<file path="config.mk">
export PLATFORM = sky130hd
export DESIGN_NAME = rol_seq_unit
export DESIGN_NICKNAME = d
export VERILOG_FILES = /design/src/rtl/rol_seq_unit_pkg.sv /design/src/rtl/rot_counter.sv /design/src/rtl/rol_seq_unit.sv
export SDC_FILE = /design/constraint.sdc
export NUM_CORES = 1
export LEC_CHECK = 0
export ABC_AREA = 1
export BUFFER_PORTS_ARGS = -buffer_cell sky130_fd_sc_hd__buf_2
export CAP_MARGIN = 20
export CORE_ASPECT_RATIO = 0.7
export CORE_MARGIN = 5
export CORE_UTILIZATION = 40
export DETAILED_ROUTE_END_ITERATION = 7
export GPL_ROUTABILITY_DRIVEN = 0
export HOLD_SLACK_MARGIN = 0.02
export SETUP_SLACK_MARGIN = 0.15
export SYNTH_ARGS = -nofsm -noshare
export SYNTH_HDL_FRONTEND = slang
export SYNTH_HIERARCHICAL = 1
export SYNTH_SLANG_ARGS = --single-unit
</file>
<file path="constraint.sdc">
create_clock -name CLK -period 2.5 [get_ports CLK]
set_clock_uncertainty 0.1 [all_clocks]
set_input_delay 0.5 -clock CLK [delete_from_list [all_inputs] [get_ports CLK]]
set_output_delay 0.5 -clock CLK [all_outputs]
set_load 0.005 [all_outputs]
</file>
<file path="src/rtl/rol_seq_unit_pkg.sv">
// rtl/rol_seq_unit_pkg.sv - shared constants, state encoding and rotate helper
package rol_seq_unit_pkg;

    localparam int WIDTH = 8;
    localparam int AMT_W = 3;

    typedef enum logic [1:0] {
        ST_IDLE   = 2'b00,
        ST_ROTATE = 2'b01,
        ST_DONE   = 2'b10
    } state_e;

    function automatic logic [WIDTH-1:0] rol1(input logic [WIDTH-1:0] v);
        return {v[WIDTH-2:0], v[WIDTH-1]};
    endfunction

endpackage

</file>
<file path="src/rtl/rot_counter.sv">
// rtl/rot_counter.sv - 3-bit loadable down-counter with zero/one flags
module rot_counter
    import rol_seq_unit_pkg::*;
(
    input  logic             clk,
    input  logic             rst_n,
    input  logic             load,
    input  logic [AMT_W-1:0] load_val,
    input  logic             en,
    output logic [AMT_W-1:0] count,
    output logic             is_zero,
    output logic             is_one
);

    logic [AMT_W-1:0] cnt_q;
    logic [AMT_W-1:0] cnt_d;

    always_comb begin
        cnt_d = cnt_q;
        if (load) begin
            cnt_d = load_val;
        end else if (en && (cnt_q != '0)) begin
            cnt_d = cnt_q - 1'b1;
        end
    end

    always_ff @(posedge clk or negedge rst_n) begin
        if (!rst_n) begin
            cnt_q <= '0;
        end else begin
            cnt_q <= cnt_d;
        end
    end

    assign count   = cnt_q;
    assign is_zero = (cnt_q == '0);
    assign is_one  = (cnt_q == AMT_W'(1));

endmodule

</file>
<file path="src/rtl/rol_seq_unit.sv">
// rtl/rol_seq_unit.sv - multi-cycle rotate-left unit, one bit position per clock
module rol_seq_unit
    import rol_seq_unit_pkg::*;
(
    input  logic             CLK,
    input  logic             RESET,
    input  logic             START,
    input  logic [WIDTH-1:0] DATA,
    input  logic [7:0]       SHIFT,
    output logic [WIDTH-1:0] RESULT,
    output logic             VALID,
    output logic             BUSY
);

    state_e           state_q, state_d;
    logic [WIDTH-1:0] wr_q, wr_d;
    logic [WIDTH-1:0] result_q, result_d;
    logic             valid_q, valid_d;

    logic             cnt_load;
    logic             cnt_en;
    logic [AMT_W-1:0] cnt_val;
    logic             cnt_is_zero;
    logic             cnt_is_one;
    logic [AMT_W-1:0] amt;
    logic             unused_shift_hi;

    // Only the low bits matter: amounts are taken modulo the operand width.
    assign amt             = SHIFT[AMT_W-1:0];
    assign unused_shift_hi = |SHIFT[7:AMT_W] | (|cnt_val);

    rot_counter u_cnt (
        .clk      (CLK),
        .rst_n    (RESET),
        .load     (cnt_load),
        .load_val (amt),
        .en       (cnt_en),
        .count    (cnt_val),
        .is_zero  (cnt_is_zero),
        .is_one   (cnt_is_one)
    );

    always_comb begin
        state_d  = state_q;
        wr_d     = wr_q;
        result_d = result_q;
        valid_d  = 1'b0;
        cnt_load = 1'b0;
        cnt_en   = 1'b0;
        case (state_q)
            ST_IDLE: begin
                if (START) begin
                    wr_d     = DATA;
                    cnt_load = 1'b1;
                    if (amt == '0) begin
                        state_d  = ST_DONE;
                        result_d = DATA;
                        valid_d  = 1'b1;
                    end else begin
                        state_d = ST_ROTATE;
                    end
                end
            end
            ST_ROTATE: begin
                wr_d   = rol1(wr_q);
                cnt_en = 1'b1;
                // The zero term only guards against a corrupted counter.
                if (cnt_is_one || cnt_is_zero) begin
                    state_d  = ST_DONE;
                    result_d = rol1(wr_q);
                    valid_d  = 1'b1;
                end
            end
            ST_DONE: begin
                state_d = ST_IDLE;
            end
            default: begin
                state_d = ST_IDLE;
            end
        endcase
    end

    always_ff @(posedge CLK or negedge RESET) begin
        if (!RESET) begin
            state_q  <= ST_IDLE;
            wr_q     <= '0;
            result_q <= '0;
            valid_q  <= 1'b0;
        end else begin
            state_q  <= state_d;
            wr_q     <= wr_d;
            result_q <= result_d;
            valid_q  <= valid_d;
        end
    end

    assign RESULT = result_q;
    assign VALID  = valid_q;
    assign BUSY   = (state_q == ST_ROTATE) || (state_q == ST_DONE);

endmodule
</file>
==> out/qor.yml, run 1 <==
outcome: "finished clean"
clock_path_buffers: 2
drc: 0
postCtsHoldBufs: 0
synth_area_um2: 1240
synth_nets: 173
place_inst: 206
synth.avg_cell_area_um2: 8.31
syn_inst: 149
first_iter_violations: 38
antenna_cells: 0
drive_gt1_share_pct: 29.9
rows: 16
via_per_inst: 4.59
htreeDepth: 1
setup_violations: 0
ff2ff_setup_slack_ns: 0.89
slew_headroom_pct: 67.5
cts_setup_buffers: 0
worst-endpoint-arrival_ns: 1.09
drt_pre_antenna_iters: 4
power_w: 0.00193
required_ns: 1.90
max_freq_mhz: 591
dpl_worst_slack_ns: 0.904
rsz0062_at_grt: "no"
grt_first_pass_wirelength_mm: 4.22
layout_common_cells: "38 x nand2_1, 23 x buf_2, 22 x dfrtp_1"
cts_sinks: 22
seq_area_frac_synth_pct: 44.4
area_delta_synth_final_pct: 14.9
finalCriticalPeriod_ns: 1.69
antenna_found_initial: 0
maxCapViolCount: 0
numCtsBuffers: 3
tightest_slew_ns: 0.487
nets: 199
mostFrequentLayoutCell: "nand2_1"
tns_ns: 0
first_global_vias: 910
slew_violations: 0
clk_latency_ns: 0.26
routed_wl_mm: 2.40
ys.flop_type: "dfrtp_1"
die_area_um2: 4330
worst_slack_ns: 0.807
r2r_start: "state_q[1]$_DFFE_PN0P_"
port_buffers: 23
finalCritPeriodShare_pct: 67.7
grt_max_degree: 23
hpwlAfterDp_mm: 1.89
die_w_um: 76.5
grt_usage_pct: 12.2
crit_type: "flip-flop to output port"
ys_types: 17
synthArstFlopShare_pct: 100
p_per_area_nw_per_um2: 1350
via_count: 963
ios: 29
synth_warnings: 6
hp-class: "input pin to asynchronous set/reset pin"
start_kind: "flip-flop"
instances_no_fill: 210
core_um2: 2880
synth-seq-cells: 22
cts.clk_slew.worst_paths_ns: 0.08
gr-total-overflow: 0
cts_tree: "built"
ir_drop_v: 0.000386
cts-root-buf: "clkbuf_8"
crit_fanout: 3
p_leak_nw: 0.776
ant_nets: 0
post_drt_wl_per_cell_um: 11.4
reg2reg_to: "RESULT[5]$_DFFE_PN0P_"
synth_edf_count: 0
endpoint_kind: "output port"
die_h_um: 56.6
finalHoldViolCount: 0
rr_worst_depth: 8
cts_resized: 0
initial_utilization_pct: 43.0
## cell type report
| type | instances | area, µm² |
|---|---|---|
| Sequential cell | 22 | 551 |
| Tap cell | 36 | 45.0 |
| Multi-Input combinational cell | 102 | 566 |
| Timing Repair Buffer | 24 | 123 |
| Fill cell | 288 | 1460 |
| Inverter | 22 | 85.1 |
| Clock buffer | 4 | 55.1 |
## critical path, stage by stage (launching register included)
cell     delay [ns]
dfrtp_1        0.38
inv_1          0.05
ha_1           0.27
buf_2          0.13
## kinds of logic after synthesis
| logic type | count (synthesis) | synth area share (%) |
|---|---|---|
| AO/OA/AOI/OAI | 23 | 12.9 |
| AND/OR/NAND/NOR | 74 | 27.7 |
| buffers and inverters | 25 | 9.90 |
| adder cells (fa/ha/maj) | 5 | 5.05 |
| flip-flops | 22 | 44.4 |
## worst max path at each step
stage / start / end / slack [ns]
6_report: state_q[0]$_DFFE_PN0P_ / BUSY / 0.81
5_1_grt: state_q[0]$_DFFE_PN0P_ / RESULT[4]$_DFFE_PN0P_ / 0.74
4_1_cts: state_q[0]$_DFFE_PN0P_ / BUSY / 0.78
3_5_place_dp: state_q[1]$_DFFE_PN0P_ / RESULT[5]$_DFFE_PN0P_ / 0.90
3_3_place_gp: state_q[0]$_DFFE_PN0P_ / RESULT[0]$_DFFE_PN0P_ / 0.95
2_1_floorplan: u_cnt/count[0]$_DFFE_PN0P_ / RESULT[0]$_DFFE_PN0P_ / 1.10
## stage by stage
step | utilization [%] | cell area [µm²] | hold slack, ns
after floorplan | - | 1240 | 0.104
after global placement | 47.5 | 1370 | 0.349
after detailed placement | 47.5 | 1370 | 0.355
after CTS | 49.4 | 1420 | 0.103
after global routing | 49.4 | 1420 | 0.137
final | 49.4 | 1420 | 0.0871
## registers in the layout, indices dropped and copies added, names as in the netlist
| signal | cells |
|---|---|
| u_cnt/count | 3 |
| RESULT | 8 |
| VALID | 1 |
| state_q | 2 |
| wr_q | 8 |
## cell usage after synthesis (4+ instances only)
| cell type | count | area share (%) |
|---|---|---|
| inv_1 | 21 | 6.4 |
| a21oi_1 | 5 | 2.0 |
| o21ai_0 | 4 | 1.6 |
| nand2_1 | 38 | 12 |
| nor2_1 | 12 | 3.6 |
| nand3_1 | 13 | 5.3 |
| ha_1 | 5 | 5.1 |
| o21ai_2 | 10 | 7.1 |
| dfrtp_1 | 22 | 44 |
| nand2_2 | 8 | 4.0 |
## report_power, final
part / total, W / switching (W) / internal (W)
sequential: 0.000617 / 0.0000827 / 0.000534
combinational: 0.00106 / 0.000674 / 0.000383
clock: 0.000253 / 0.000112 / 0.000140
total: 0.00193 / 0.000869 / 0.00106
## per-layer routing
metal / vias to the layer above / track usage (%) / share of wire [%]
met5: - / 0 / 0
met4: 0 / 3.74 / 0.58
met3: 2 / 5.11 / 6.7
met2: 21 / 15.7 / 41
met1: 423 / 18.0 / 51
li1: 517 / - / -
Power figures use the tool's default switching activity.
==> inputs of run 2 (changes only) <==
--- a/config.mk
+++ b/config.mk
@@ -5,7 +5,7 @@
 export SDC_FILE = /design/constraint.sdc
 export NUM_CORES = 1
 export LEC_CHECK = 0
-export ABC_AREA = 1
+export ABC_AREA = 0
 export BUFFER_PORTS_ARGS = -buffer_cell sky130_fd_sc_hd__buf_2
 export CAP_MARGIN = 20
 export CORE_ASPECT_RATIO = 0.7
==> constraint.sdc (replaced) <==
create_clock -name CLK -period 1.4 [get_ports CLK]
set_clock_uncertainty 0.1 [all_clocks]
set_input_delay 0.28 -clock CLK [delete_from_list [all_inputs] [get_ports CLK]]
set_output_delay 0.28 -clock CLK [all_outputs]
set_load 0.005 [all_outputs]
==> run 2 against run 1 <==
Compared with the run above:
- the run now ends with negative setup slack left
- utilization rose by 16 points
- combinational power rose to 3.2 times the previous value
- first-iteration DRC count rose by 50%
- sequential power rose by 96%
- global-route usage rose by 4.2 points
- critical path type is now flip-flop to flip-flop
- largest cell class unchanged
- largest power group unchanged
- highest routed layer unchanged
==> out/qor.yml, run 2 <==
outcome: "complete, but fails checks"
violations: "negative setup slack"
crit_slowest_cell: "dfrtp_2"
antenna_cells: 0  # unchanged
path_cells: "inv_2 -> ha_4 -> nand2b_4 -> inv_4 -> nor2_4 -> a221oi_4 -> buf_6 -> mux2_4"
required_ns: 1.45  # -0.45 ns
hpwlAfterDp_mm: 2.26  # +19%
die_w_um: 77.3  # +1.1%
syn_inst: 118  # -21%
die_h_um: 57.1  # +0.99%
finalCritPeriodShare_pct: 134
endpoint_kind: "flip-flop"
grt_first_pass_wirelength_mm: 5.79  # +37%
grt_max_degree: 23  # unchanged
ios: 29  # unchanged
tns_ns: -6.71  # -6.71 ns
synth_nets: 142  # -18%
synthArstFlopShare_pct: 100  # unchanged
start_kind: "flip-flop"
mostFrequentLayoutCell: "buf_4"
ys.flop_type: "dfrtp_1"
port_buffers: 23  # unchanged
synthTopCellsByArea: "dfrtp_1 43%, mux2_2 13%, a221o_1 6.3%, ha_1 4.9%, a21oi_1 3.9%"
rsz0062_at_grt: "yes"
hold_path_end: "u_cnt/count[2]$_DFFE_PN0P_"
whs_path_depth: 3
crit_fanout: 5  # +2
synth_top_area_cell: "dfrtp_1"
seq_area_frac_synth_pct: 43.4  # -1.1 points
reg2reg_to: "RESULT[6]$_DFFE_PN0P_"
drt_pre_antenna_iters: 4  # unchanged
numCtsBuffers: 3  # unchanged
area_delta_synth_final_pct: 60.3
tightest_slew_ns: 0.514  # +0.0273 ns
synth_common_cells: "22 x dfrtp_1, 15 x mux2_2, 10 x a21oi_1"
finalHoldViolCount: 0  # unchanged
cts_tree: "built"
drc: 0  # unchanged
p_leak_nw: 0.954  # +23%
switching_share_pct: 34.8  # -10 points
slew_headroom_pct: 65.7  # -1.8 points
max_freq_mhz: 535
layout_common_cells: "23 x buf_4, 22 x buf_2, 21 x dfrtp_1"
critPathBufInv: 3  # +1
seqPwrFrac_pct: 23.1  # -8.9 points
routed_wl_mm: 3.50  # +46%
nets: 203  # +2.0%
via_per_inst: 5.23  # +14%
startpoint: "u_cnt/count[0]$_DFFE_PN0P_"
synth_warnings: 6  # unchanged
cts-root-buf: "clkbuf_8"
via_count: 1130  # +17%
cts.clk_slew.worst_paths_ns: 0.09  # about the same
gr-total-overflow: 0  # unchanged
maxCapViolCount: 0  # unchanged
cp_slowest_stage_delay_ns: 0.44  # +0.06 ns
cts_sinks: 22  # unchanged
holdWs_ns: 0.142  # +0.0553 ns
ir_drop_v: 0.00117  # +200%
r2r_start: "u_cnt/count[0]$_DFFE_PN0P_"
clock_path_buffers: 2  # unchanged
synth_most_common_cell: "dfrtp_1"
first_global_vias: 1192  # +31%
p_comb_share_pct: 65.3  # +11 points
synth_edf_count: 0  # unchanged
intPower_w: 0.00343  # +220%
die_area_um2: 4420  # +2.1%
ys_types: 27  # +10
finalCriticalPeriod_ns: 1.87
switchingPower_w: 0.00183  # +110%
grt_usage_pct: 16.4  # +4.2 points
htreeDepth: 1  # unchanged
min_from: "SHIFT[2]"
ff2ff_setup_slack_ns: -0.47  # -1.36 ns
place_area_um2: 1620  # +18%
ant_nets: 0  # unchanged
synth-seq-cells: 22  # unchanged
first_iter_violations: 57  # +50%
fin_area_um2: 2030  # +43%
core_um2: 3110  # +7.7%
drive_gt1_share_pct: 62.4  # +32 points
clk_latency_ns: 0.28  # +0.02 ns
worst-endpoint-arrival_ns: 1.92  # +0.83 ns
crit_type: "flip-flop to flip-flop"
fillers: 247  # -14%
rr_worst_depth: 8  # unchanged
hp-class: "input pin to flip-flop"
rows: 17  # +1
antenna_found_initial: 0  # unchanged
synth_area_um2: 1270  # +2.4%
initial_utilization_pct: 40.9  # -2.1 points
post_drt_wl_per_cell_um: 16.2  # +42%
p_per_area_nw_per_um2: 2590  # +91%
slew_violations: 0  # unchanged
worst_slack_ns: -0.470  # -1.28 ns
setup_violations: 23  # +23
synth_top_cell_area_share_pct: 43.4  # -1.1 points
crit_family: "flip-flops"
clock_power_share_pct: 11.6  # -1.5 points
synth.avg_cell_area_um2: 10.8  # +29%
run 2: stage by stage:
| stage | cells | util (%) | setup slack [ns] | power (W) |
|---|---|---|---|---|
| 2_1_floorplan | 118 | - | -0.456 | 0.00283 |
| 3_3_place_gp | 194 | 52.2 | -0.374 | 0.00353 |
| 3_5_place_dp | 194 | 52.2 | -0.441 | 0.00362 |
| 4_1_cts | 209 | 61.2 | -0.421 | 0.00491 |
| 5_1_grt | 216 | 65.5 | -0.532 | 0.00559 |
| 6_report | 216 | 65.5 | -0.470 | 0.00526 |
run 2: logic make-up (layout without fill, tap and decap cells):
kind of cell    after synthesis  in the layout  share of synthesized area [%]
mux                          17             17                           14.9
buf+inv                      13             73                           4.83
flops                        22             22                           43.4
compound gates               27             27                           16.6
simple gates                 34             34                           15.4
fa+ha+maj                     5              5                           4.93
run 2: routing by layer:
| layer | vias to the layer above | track usage, % | wire length (µm) |
|---|---|---|---|
| met5 | - | 0 | 0 |
| met4 | 0 | 4.41 | 22 |
| met3 | 3 | 4.73 | 135 |
| met2 | 17 | 25.5 | 1640 |
| met1 | 565 | 22.3 | 1700 |
| li1 | 545 | - | - |
run 2: tightest hold or removal path: cells and delay by family:
family                 cells  cell delay [ns]
buffers and inverters      1             0.09
AND/OR/NAND/NOR            1             0.04
AO/OA/AOI/OAI              1             0.06
run 2: worst max-delay path by stage:
stage | slack [ns] | depth (start not counted) | to
after floorplan | -0.46 | 6 | RESULT[0]$_DFFE_PN0P_
after global placement | -0.37 | 7 | RESULT[6]$_DFFE_PN0P_
after detailed placement | -0.44 | 7 | RESULT[7]$_DFFE_PN0P_
after CTS | -0.42 | 7 | RESULT[3]$_DFFE_PN0P_
after global routing | -0.53 | 8 | RESULT[6]$_DFFE_PN0P_
final | -0.47 | 8 | RESULT[6]$_DFFE_PN0P_
run 2: area by class of cell:
class,instances,area [µm²],share of cell area (%)
Timing Repair Buffer,63,504,24.8
Inverter,6,30.0,1.48
Clock inverter,1,30.0,1.48
Multi-Input combinational cell,83,828,40.7
Clock buffer,3,41.3,2.03
Tap cell,38,47.5,2.34
Sequential cell,22,552,27.1
run 2: repair_timing:
| action | 4_1_cts | 5_1_grt |
|---|---|---|
| pin swaps | 4 | 5 |
| hold buffers | 1 | 0 |
| endpoints found under the hold margin | 22 | 0 |
| setup buffers | 9 | 7 |
| setup endpoints to repair | 23 | 23 |
| cloned | 1 | 0 |
| gates resized for setup | 28 | 17 |
run 2: power groups by stage:
stage	sequential (W)	clock (W)	combinational [W]
finish	0.00121	0.000609	0.00344
global route	0.00125	0.000642	0.00370
CTS	0.00118	0.000626	0.00310
detailed placement	0.00118	0	0.00244
global placement	0.00117	0	0.00236
floorplan	0.00114	0	0.00169
